**src/rtl/fifo_buffer_ext.sv**
```systemverilog
// rtl/fifo_buffer_ext.sv - synchronous elastic FIFO with occupancy, threshold flags, FWFT, flush and sticky error
module fifo_buffer_ext #(
    parameter int WL     = 8,
    parameter int DEPTH  = 8,
    parameter int AF_LVL = DEPTH - 2,
    parameter int AE_LVL = 2,
    parameter int FWFT   = 0
) (
    input  logic                           CLK,
    input  logic                           RST,
    input  logic                           wReq,
    input  logic                           rReq,
    input  logic [WL-1:0]                  din,
    input  logic                           Flush,
    input  logic                           ErrClr,
    output logic [WL-1:0]                  dout,
    output logic                           Full,
    output logic                           Empty,
    output logic                           AlmostFull,
    output logic                           AlmostEmpty,
    output logic [$clog2(DEPTH+1)-1:0]     Count,
    output logic                           Overflow,
    output logic                           Underflow,
    output logic                           Error
);
    localparam int CW = $clog2(DEPTH + 1);
    localparam int AW = $clog2(DEPTH);
    localparam logic [CW-1:0] L_DEPTH = CW'(DEPTH);
    localparam logic [CW-1:0] L_AF    = CW'(AF_LVL);
    localparam logic [CW-1:0] L_AE    = CW'(AE_LVL);
    localparam logic [AW-1:0] L_LAST  = AW'(DEPTH - 1);

    logic [WL-1:0] r_mem [DEPTH];
    logic [AW-1:0] r_wr_ptr;
    logic [AW-1:0] r_rd_ptr;
    logic [CW-1:0] r_count;
    logic [WL-1:0] r_dout;
    logic          r_ov;
    logic          r_un;
    logic          r_err;

    logic          w_rd_ok;
    logic          w_wr_ok;
    logic          w_reject;

    // A write into a full FIFO is legal when a pop frees the slot in the same cycle.
    assign w_rd_ok  = rReq && (r_count != '0);
    assign w_wr_ok  = wReq && ((r_count != L_DEPTH) || w_rd_ok);
    assign w_reject = (wReq && !w_wr_ok) || (rReq && !w_rd_ok);

    always_ff @(posedge CLK) begin
        if (RST && !Flush && w_wr_ok) begin
            r_mem[r_wr_ptr] <= din;
        end
    end

    always_ff @(posedge CLK) begin
        if (!RST) begin
            r_wr_ptr <= '0;
            r_rd_ptr <= '0;
            r_count  <= '0;
            r_dout   <= '0;
            r_ov     <= 1'b0;
            r_un     <= 1'b0;
            r_err    <= 1'b0;
        end else if (Flush) begin
            r_wr_ptr <= '0;
            r_rd_ptr <= '0;
            r_count  <= '0;
            r_ov     <= 1'b0;
            r_un     <= 1'b0;
            if (ErrClr) begin
                r_err <= 1'b0;
            end
        end else begin
            if (w_wr_ok) begin
                r_wr_ptr <= (r_wr_ptr == L_LAST) ? '0 : r_wr_ptr + 1'b1;
            end
            if (w_rd_ok) begin
                r_rd_ptr <= (r_rd_ptr == L_LAST) ? '0 : r_rd_ptr + 1'b1;
                if (FWFT == 0) begin
                    r_dout <= r_mem[r_rd_ptr];
                end
            end
            case ({w_wr_ok, w_rd_ok})
                2'b10:   r_count <= r_count + 1'b1;
                2'b01:   r_count <= r_count - 1'b1;
                default: r_count <= r_count;
            endcase
            r_ov <= wReq && !w_wr_ok;
            r_un <= rReq && !w_rd_ok;
            // A new event outranks a clear arriving on the same edge.
            if (w_reject) begin
                r_err <= 1'b1;
            end else if (ErrClr) begin
                r_err <= 1'b0;
            end
        end
    end

    assign dout        = (FWFT != 0) ? r_mem[r_rd_ptr] : r_dout;
    assign Count       = r_count;
    assign Full        = (r_count == L_DEPTH);
    assign Empty       = (r_count == '0);
    assign AlmostFull  = (r_count >= L_AF);
    assign AlmostEmpty = (r_count <= L_AE);
    assign Overflow    = r_ov;
    assign Underflow   = r_un;
    assign Error       = r_err;
endmodule

```
**config.mk**
```make
export PLATFORM = sky130hd
export DESIGN_NAME = fifo_buffer_ext
export DESIGN_NICKNAME = d
export VERILOG_FILES = /design/src/rtl/fifo_buffer_ext.sv
export SDC_FILE = /design/constraint.sdc
export NUM_CORES = 1
export LEC_CHECK = 0
export ABC_AREA = 1
export CAP_MARGIN = 10
export CELL_PAD_IN_SITES_DETAIL_PLACEMENT = 1
export CELL_PAD_IN_SITES_GLOBAL_PLACEMENT = 1
export CORE_ASPECT_RATIO = 0.5
export CORE_MARGIN = 10
export CORE_UTILIZATION = 40
export DETAILED_ROUTE_END_ITERATION = 8
export GPL_TIMING_DRIVEN = 0
export HOLD_SLACK_MARGIN = 0.12
export PLACE_DENSITY = 0.72
export SYNTH_ARGS = -nofsm -noshare
export SYNTH_HDL_FRONTEND = slang
export SYNTH_SLANG_ARGS = --single-unit
```
**constraint.sdc**
```tcl
create_clock -name CLK -period 1.6 [get_ports CLK]
set_input_delay 0.32 -clock CLK [delete_from_list [all_inputs] [get_ports CLK]]
set_output_delay 0.32 -clock CLK [all_outputs]
set_load 0.03 [all_outputs]
```
Yosys cells after proc, flatten, opt, wreduce, memory -nomap -nowiden
Memories as Yosys holds them, arrays and structs flattened. A register that Yosys moved wholly into a read port is not among the register bits.
Index checks and enable logic that the tools add are counted.
Storage, ports and cells
  register bits after elaboration: 13
  memory bits (writable): 64
  memories: 1
Cells by class
  add/subtract/negate cells: 4
  magnitude comparators: 2
  eq/ne operators: 6
  muxes and demuxes: 8
  bitwise operators: 2
  reduce and logical (&&, ||, !) cells: 17
Memories
  r_mem: words 8, width 8, rd ports 1, clocked after memory_dff 1, write ports 1, line 33  | logic [WL-1:0] r_mem [DEPTH];
Operators by type and width (count)
  $pmux W4 S2: 1
  $add A3 B1 Y3 const B: 2
  $eq A3 B3 Y1 const B: 2
  $logic_and A1 B1 Y1: 6
  $mux W3: 2
  $mux W1: 5
  $add A4 B1 Y4 const B: 1
  $eq A4 B4 Y1 const B: 1
  $ge A4 B3 Y1 const B: 1
  $le A4 B2 Y1 const B: 1
  $logic_not A1 Y1: 4
  $logic_not A4 Y1: 1
  $ne A4 B4 Y1 const B: 1
  $reduce_bool A4 Y1: 1
  $sub A4 B1 Y4 const B: 1
  $eq A2 B1 Y1 const B: 1
  $eq A2 B2 Y1 const B: 1
  $logic_or A1 B1 Y1: 2
  $not A1 Y1: 2
  $reduce_and A2 Y1: 1
  $reduce_bool A2 Y1: 1
  $reduce_or A2 Y1: 1

Logic depth before layout (Yosys ltp)
  word-level depth: 9
  mapped depth: 12
  depth with buffers taken out: 12

Least setup slack after synthesis
OpenSTA, ideal clock, no wires.
  path type: flip-flop to flip-flop
  from: reg r_count[2], in the netlist Count[2]
  to: mem r_mem[0][0] (enable)
  library setup time: 0.370 ns
  arrival time: 1.526 ns
  data required time: 1.230 ns
  path slack: -0.296 ns
  cell stages (with the launch flop): 7
  path buffers: 0
  period minus slack after synthesis: 1.896 ns
  cell sequence: dfxtp_1 -> inv_1 -> nand4_1 -> nand2_1 -> nor2_1 -> nand2_1 -> nor2_1
On the way
  cells in the longest elaborated chain, start to end: 7
  elaborated cells between the ends (all ways): 8
  those cells by class: eq/ne (1); mux (2); reduce/logical (5)
Ends and longest elaborated chain
  from (decl): line 36  | logic [CW-1:0] r_count;
  from (signal assigned): line 86  | 2'b10: r_count <= r_count + 1'b1;
  from (signal assigned): line 87  | 2'b01: r_count <= r_count - 1'b1;
  from (signal assigned): line 88  | default: r_count <= r_count;
  $reduce_bool A4 Y1: line 47  | assign w_rd_ok = rReq && (r_count != '0);
  $logic_and A1 B1 Y1: line 47
  $logic_or A1 B1 Y1 *: line 48  | assign w_wr_ok = wReq && ((r_count != L_DEPTH) || w_rd_ok);
  $logic_and A1 B1 Y1 *: line 48
  $logic_and A1 B1 Y1 *: line 52  | if (RST && !Flush && w_wr_ok) begin
  $mux W1 *: line 52
  $mux W1 (not written as such) *: line 53  | r_mem[r_wr_ptr] <= din;
  to (decl): line 33
Mark *: on every way between the ends. The rest lies on a longest branch, timed or not.

Final worst setup path
  from: reg r_count[1], in the netlist Count[1]
  to: reg r_count[3], in the netlist Count[3]
On the way
  cells in the longest elaborated chain, start to end: 6
  elaborated cells between the ends (all ways): 11
  those cells by class: add/sub (2); eq/ne (3); mux (1); reduce/logical (5)
Ends and longest elaborated chain
  $reduce_bool A4 Y1: line 47
  $logic_and A1 B1 Y1: line 47
  $logic_or A1 B1 Y1: line 48
  $logic_and A1 B1 Y1: line 48
  $eq A2 B1 Y1 or $eq A2 B2 Y1 (tied branches): line 85  | case ({w_wr_ok, w_rd_ok})
  $pmux W4 S2 or $reduce_bool A2 Y1 (tied branches)
Parallel ways exist; a longest one is shown, timed or not.
A chain may end at the register's enable or synchronous reset.

==> impl_table.tex <==
\begin{tabular}{lr}
\hline
Metric & Value \\
\hline
\multicolumn{2}{l}{\textbf{Power}} \\
\quad PnR Total Power & 4.91 mW \\
\quad Highest ir drop seen on vdd & 0.509 mV \\
\quad Standby leakage power & 1.99 nW \\
\quad Total power divided by cell area & 1010 mW/mm2 \\
\multicolumn{2}{l}{\textbf{Floorplan}} \\
\quad I/O pin count & 33 \\
\quad Die area & 0.0136 mm2 \\
\quad Area of the placeable core & 0.00880 mm2 \\
\quad Starting utilization of the core area & 41.5\% \\
\quad Width of the chip & 155 um \\
\quad Vert. Die Dim & 87.6 um \\
\quad Number of placement rows & 24 \\
\multicolumn{2}{l}{\textbf{STA}} \\
\quad Normalized max-slew margin & 73.2\% \\
\quad Worst setup margin & -0.0959 ns \\
\quad Slew @ Worst Pin & 0.399 ns \\
\quad Achievable frequency & 590 MHz \\
\quad Clock period minus worst slack & 1.70 ns \\
\quad Final Slew Violations & 0 \\
\quad Worst Clk Skew & 0.0137 ns \\
\quad Final Setup Violations & 69 \\
\quad Final-report hold violation count & 0 \\
\quad Final critical-path share of the clock period & 106\% \\
\quad Setup repair after global routing missed its margin & true \\
\multicolumn{2}{l}{\textbf{Detailed routing}} \\
\quad Initial DRT Pass Iterations & 4 \\
\quad Post-DRT Antenna Nets & 0 \\
\quad Number of violations reported at the end of detailed-routing iteration 0 & 118 \\
\quad Total via count in the routed design & 2778 \\
\quad Wirelength per Cell & 19.6 um \\
\quad DRC violation count after routing & 0 \\
\quad Vias per cell & 5.01 \\
\quad Wire length reported by the detailed router & 10800 um \\
\multicolumn{2}{l}{\textbf{Clock network}} \\
\quad Number of hold buffers added after CTS & 0 \\
\quad Root buffer cell & sky130\_fd\_sc\_hd\_\_clkbuf\_16 \\
\quad Inserted Clock Buffers & 9 \\
\quad Later-pin clock latency in the skew report & 0.35 ns \\
\quad CTS max path bufs & 2 \\
\quad Htree depth & 3 \\
\quad CTS clk-pin slew, worst paths & 0.07 ns \\
\quad Clock sink total & 85 \\
\quad Clock tree from TritonCTS & done \\
\multicolumn{2}{l}{\textbf{Yosys}} \\
\quad \#FFs+latches synth & 85 \\
\quad Synth area leader & sky130\_fd\_sc\_hd\_\_edfxtp\_1 \\
\quad Post-synthesis instance total & 362 \\
\quad Mapped Avg Cell Area & 10.1 um2 \\
\quad Adder-cell share of the synthesized area & 2.60\% \\
\quad Number of unique standard cell types used by synthesis & 29 \\
\quad Share of synthesized area spent on multiplexers & 0\% \\
\quad Simple-gate area share of the yosys netlist & 22.1\% \\
\quad Xor and xnor area share after synthesis & 0.240\% \\
\quad Sequential fraction of the synthesis area & 64.1\% \\
\quad Netlist area before placement & 0.00365 mm2 \\
\quad Number of warnings printed during yosys synthesis & 0 \\
\quad Dominant cells by area after synthesis & sky130\_fd\_sc\_hd\_\_edfxtp\_1, sky130\_fd\_sc\_hd\_\_dfxtp\_1, sky130\_fd\_sc\_hd\_\_nand2\_1 \\
\quad Net count after synthesis & 383 \\
\quad Dominant combinational cell family by area after synthesis & simple AND/OR/NAND/NOR gates \\
\quad Fraction of post-synthesis cell area in the top cell type by area & 52.6\% \\
\quad Post-synthesis compound-gate area fraction & 5.07\% \\
\multicolumn{2}{l}{\textbf{Min path}} \\
\quad Worst Hold Class & flop to flop \\
\multicolumn{2}{l}{\textbf{Flow run}} \\
\quad Number of max-cap violations & 0 \\
\multicolumn{2}{l}{\textbf{Critical path}} \\
\quad Critical path fanouts, max & 5 \\
\quad Path type of the worst setup path & flop to flop \\
\quad Data arrival time of the critical path & 1.95 ns \\
\quad Critical Path End Type & flop \\
\quad Setup crit start kind & flop \\
\quad Required time of the critical path & 1.85 ns \\
\multicolumn{2}{l}{\textbf{Cells and area}} \\
\quad Filler instances & 952 \\
\quad Synth-to-layout area growth & 33.6\% \\
\quad N\_diodes & 0 \\
\quad Multi-input gate area in the final layout & 0.00127 mm2 \\
\quad Area taken by flip-flops and latches & 0.00236 mm2 \\
\quad Number of nets in the finished design & 453 \\
\quad Non-filler instance count after layout & 554 \\
\quad Share of post-route cells with drive strength above 1 & 22.4\% \\
\multicolumn{2}{l}{\textbf{Global route}} \\
\quad GRT overflow & 0 \\
\quad Vias in the first global route & 3110 \\
\quad Global-route wire length before repair & 16600 um \\
\quad Global route hottest layer & met2 \\
\quad GR Layer Usage met3 & 4.50\% \\
\quad Global routing met1 resource utilization & 18.2\% \\
\quad Maximum number of pins on one net before global-route repair & 14 \\
\quad Met2 layer usage reported by global route & 29.2\% \\
\quad Number of antenna violations at the first check in global routing & 0 \\
\quad All-layer global routing usage & 16.2\% \\
\multicolumn{2}{l}{\textbf{Placed design}} \\
\quad Hpwl dp & 6620 um \\
\quad Number of cells after detailed placement & 511 \\
\quad Number of I/O port buffers & 32 \\
\quad Final RePlAce weighted congestion & 0.777 \\
\multicolumn{2}{l}{\textbf{Status}} \\
\quad Violations in the final reports & setup timing \\
\quad Status & finished, violations left \\
\hline
\end{tabular}
-- cells by family (layout without fill, tap and decap cells) --
group	after synthesis	in the layout
compound gates	36	36
flops	85	85
simple gates	185	185
buf+inv	48	123
xor+xnor	1	1
fa+ha+maj	7	7
-- cell type report --
class / instances / area share [%]
Clock inverter: 3 / 0.436
Buffer: 11 / 1.49
Clock buffer: 13 / 5.13
Sequential cell: 85 / 48.3
Inverter: 37 / 3.13
Timing Repair Buffer: 59 / 12.5
Tap cell: 117 / 3.00
Multi-Input combinational cell: 229 / 26.0
-- state kept, by name, indices dropped and copies added, names as in the netlist --
signal     cells
Count          4
Error          1
Overflow       1
Underflow      1
dout           8
r_mem         64
r_rd_ptr       3
r_wr_ptr       3
-- synthesized netlist by cell type --
library cell and count:
sky130_fd_sc_hd__a21o_1 1, sky130_fd_sc_hd__fa_1 1, sky130_fd_sc_hd__buf_6 2, sky130_fd_sc_hd__nand2_1 102, sky130_fd_sc_hd__nand4_1 1, sky130_fd_sc_hd__clkinv_1 2, sky130_fd_sc_hd__inv_2 2, sky130_fd_sc_hd__o21ai_0 17
sky130_fd_sc_hd__clkbuf_2 1, sky130_fd_sc_hd__nor2_8 1, sky130_fd_sc_hd__edfxtp_1 64, sky130_fd_sc_hd__inv_6 1, sky130_fd_sc_hd__nor2_2 1, sky130_fd_sc_hd__o21ai_1 1, sky130_fd_sc_hd__ha_1 6, sky130_fd_sc_hd__nand2_2 1
sky130_fd_sc_hd__nand3_4 1, sky130_fd_sc_hd__dfxtp_1 21, sky130_fd_sc_hd__o31ai_1 1, sky130_fd_sc_hd__nor3_1 2, sky130_fd_sc_hd__nand2_4 2, sky130_fd_sc_hd__nor2_1 37, sky130_fd_sc_hd__inv_1 32, sky130_fd_sc_hd__nor2_4 2
sky130_fd_sc_hd__nand3_1 35, sky130_fd_sc_hd__xor2_1 1, sky130_fd_sc_hd__a21oi_1 16, sky130_fd_sc_hd__buf_4 1, sky130_fd_sc_hd__buf_2 7
-- per-stage QoR --
step                area [um2]  utilization [%]  hold slack [ns]  setup slack, ns  TNS [ns]
finish                    4880             55.5            0.463          -0.0959     -4.09
floorplan                 3700                -            0.419          -0.0249     -1.59
CTS                       4740             53.8            0.464          -0.0281    -0.794
global placement          4170             47.4            0.454           -0.978    -60.01
global route              4880             55.5            0.484           -0.140     -7.94
detailed placement        4170             47.4            0.457            -1.05    -65.78
-- cells in the final DEF (no fill, tap or decap), drive strengths merged --
| cell | Yosys | routed |
|---|---|---|
| edfxtp | 64 | 64 |
| inv | 35 | 35 |
| ha | 6 | 6 |
| xor2 | 1 | 1 |
| clkinv | 2 | 3 |
| o31ai | 1 | 1 |
| buf | 10 | 39 |
| dlygate4sd2 | 0 | 19 |
| nand3 | 36 | 36 |
| clkdlybuf4s50 | 0 | 9 |
| nor3 | 2 | 2 |
| dfxtp | 21 | 21 |
| nand4 | 1 | 1 |
| nand2 | 105 | 105 |
| clkbuf | 1 | 16 |
| o21ai | 18 | 18 |
| a21o | 1 | 1 |
| a21oi | 16 | 16 |
| clkinvlp | 0 | 2 |
| fa | 1 | 1 |
| nor2 | 41 | 41 |
-- report_power, final --
part           total [mW]  internal [mW]  switching [mW]
sequential           2.43           2.40          0.0263
combinational       0.541          0.196           0.344
clock                1.94           1.10           0.843
total                4.91           3.69            1.21
-- per-layer routing --
metal  share of wire [%]  vias to the layer above
met5                   0                        -
met2                  52                       64
li1                    -                     1341
met4                 2.0                        0
met1                  40                     1357
met3                 5.8                       16
-- timing repair --
action / in CTS / in global routing
setup buffers: 20 / 7
gates resized for setup: 59 / 23
setup endpoints to repair: 85 / 71
pin swaps: 16 / 20
cloned: 0 / 0
-- final timing paths --
path,slack (ns),to,startpoint,cells after the start
max,-0.1,Count[3],Count[1],11
min,0.46,dout[6],dout[6],2
max reg2reg,-0.1,Count[3],Count[1],11
min reg2reg,0.46,dout[6],dout[6],2
-- worst max-delay path: stages, from the launching register on --
cell and delay, ns:
sky130_fd_sc_hd__dfxtp_4 0.36, sky130_fd_sc_hd__nor2_4 0.17, sky130_fd_sc_hd__nand2_4 0.09, sky130_fd_sc_hd__nand3_4 0.09, sky130_fd_sc_hd__inv_4 0.06, sky130_fd_sc_hd__ha_4 0.26, sky130_fd_sc_hd__nand2_2 0.04, sky130_fd_sc_hd__nand2_2 0.07
sky130_fd_sc_hd__a21o_1 0.17, sky130_fd_sc_hd__nand2_2 0.09, sky130_fd_sc_hd__a21oi_2 0.14, sky130_fd_sc_hd__nor2_1 0.05
Power figures use the tool's default switching activity.
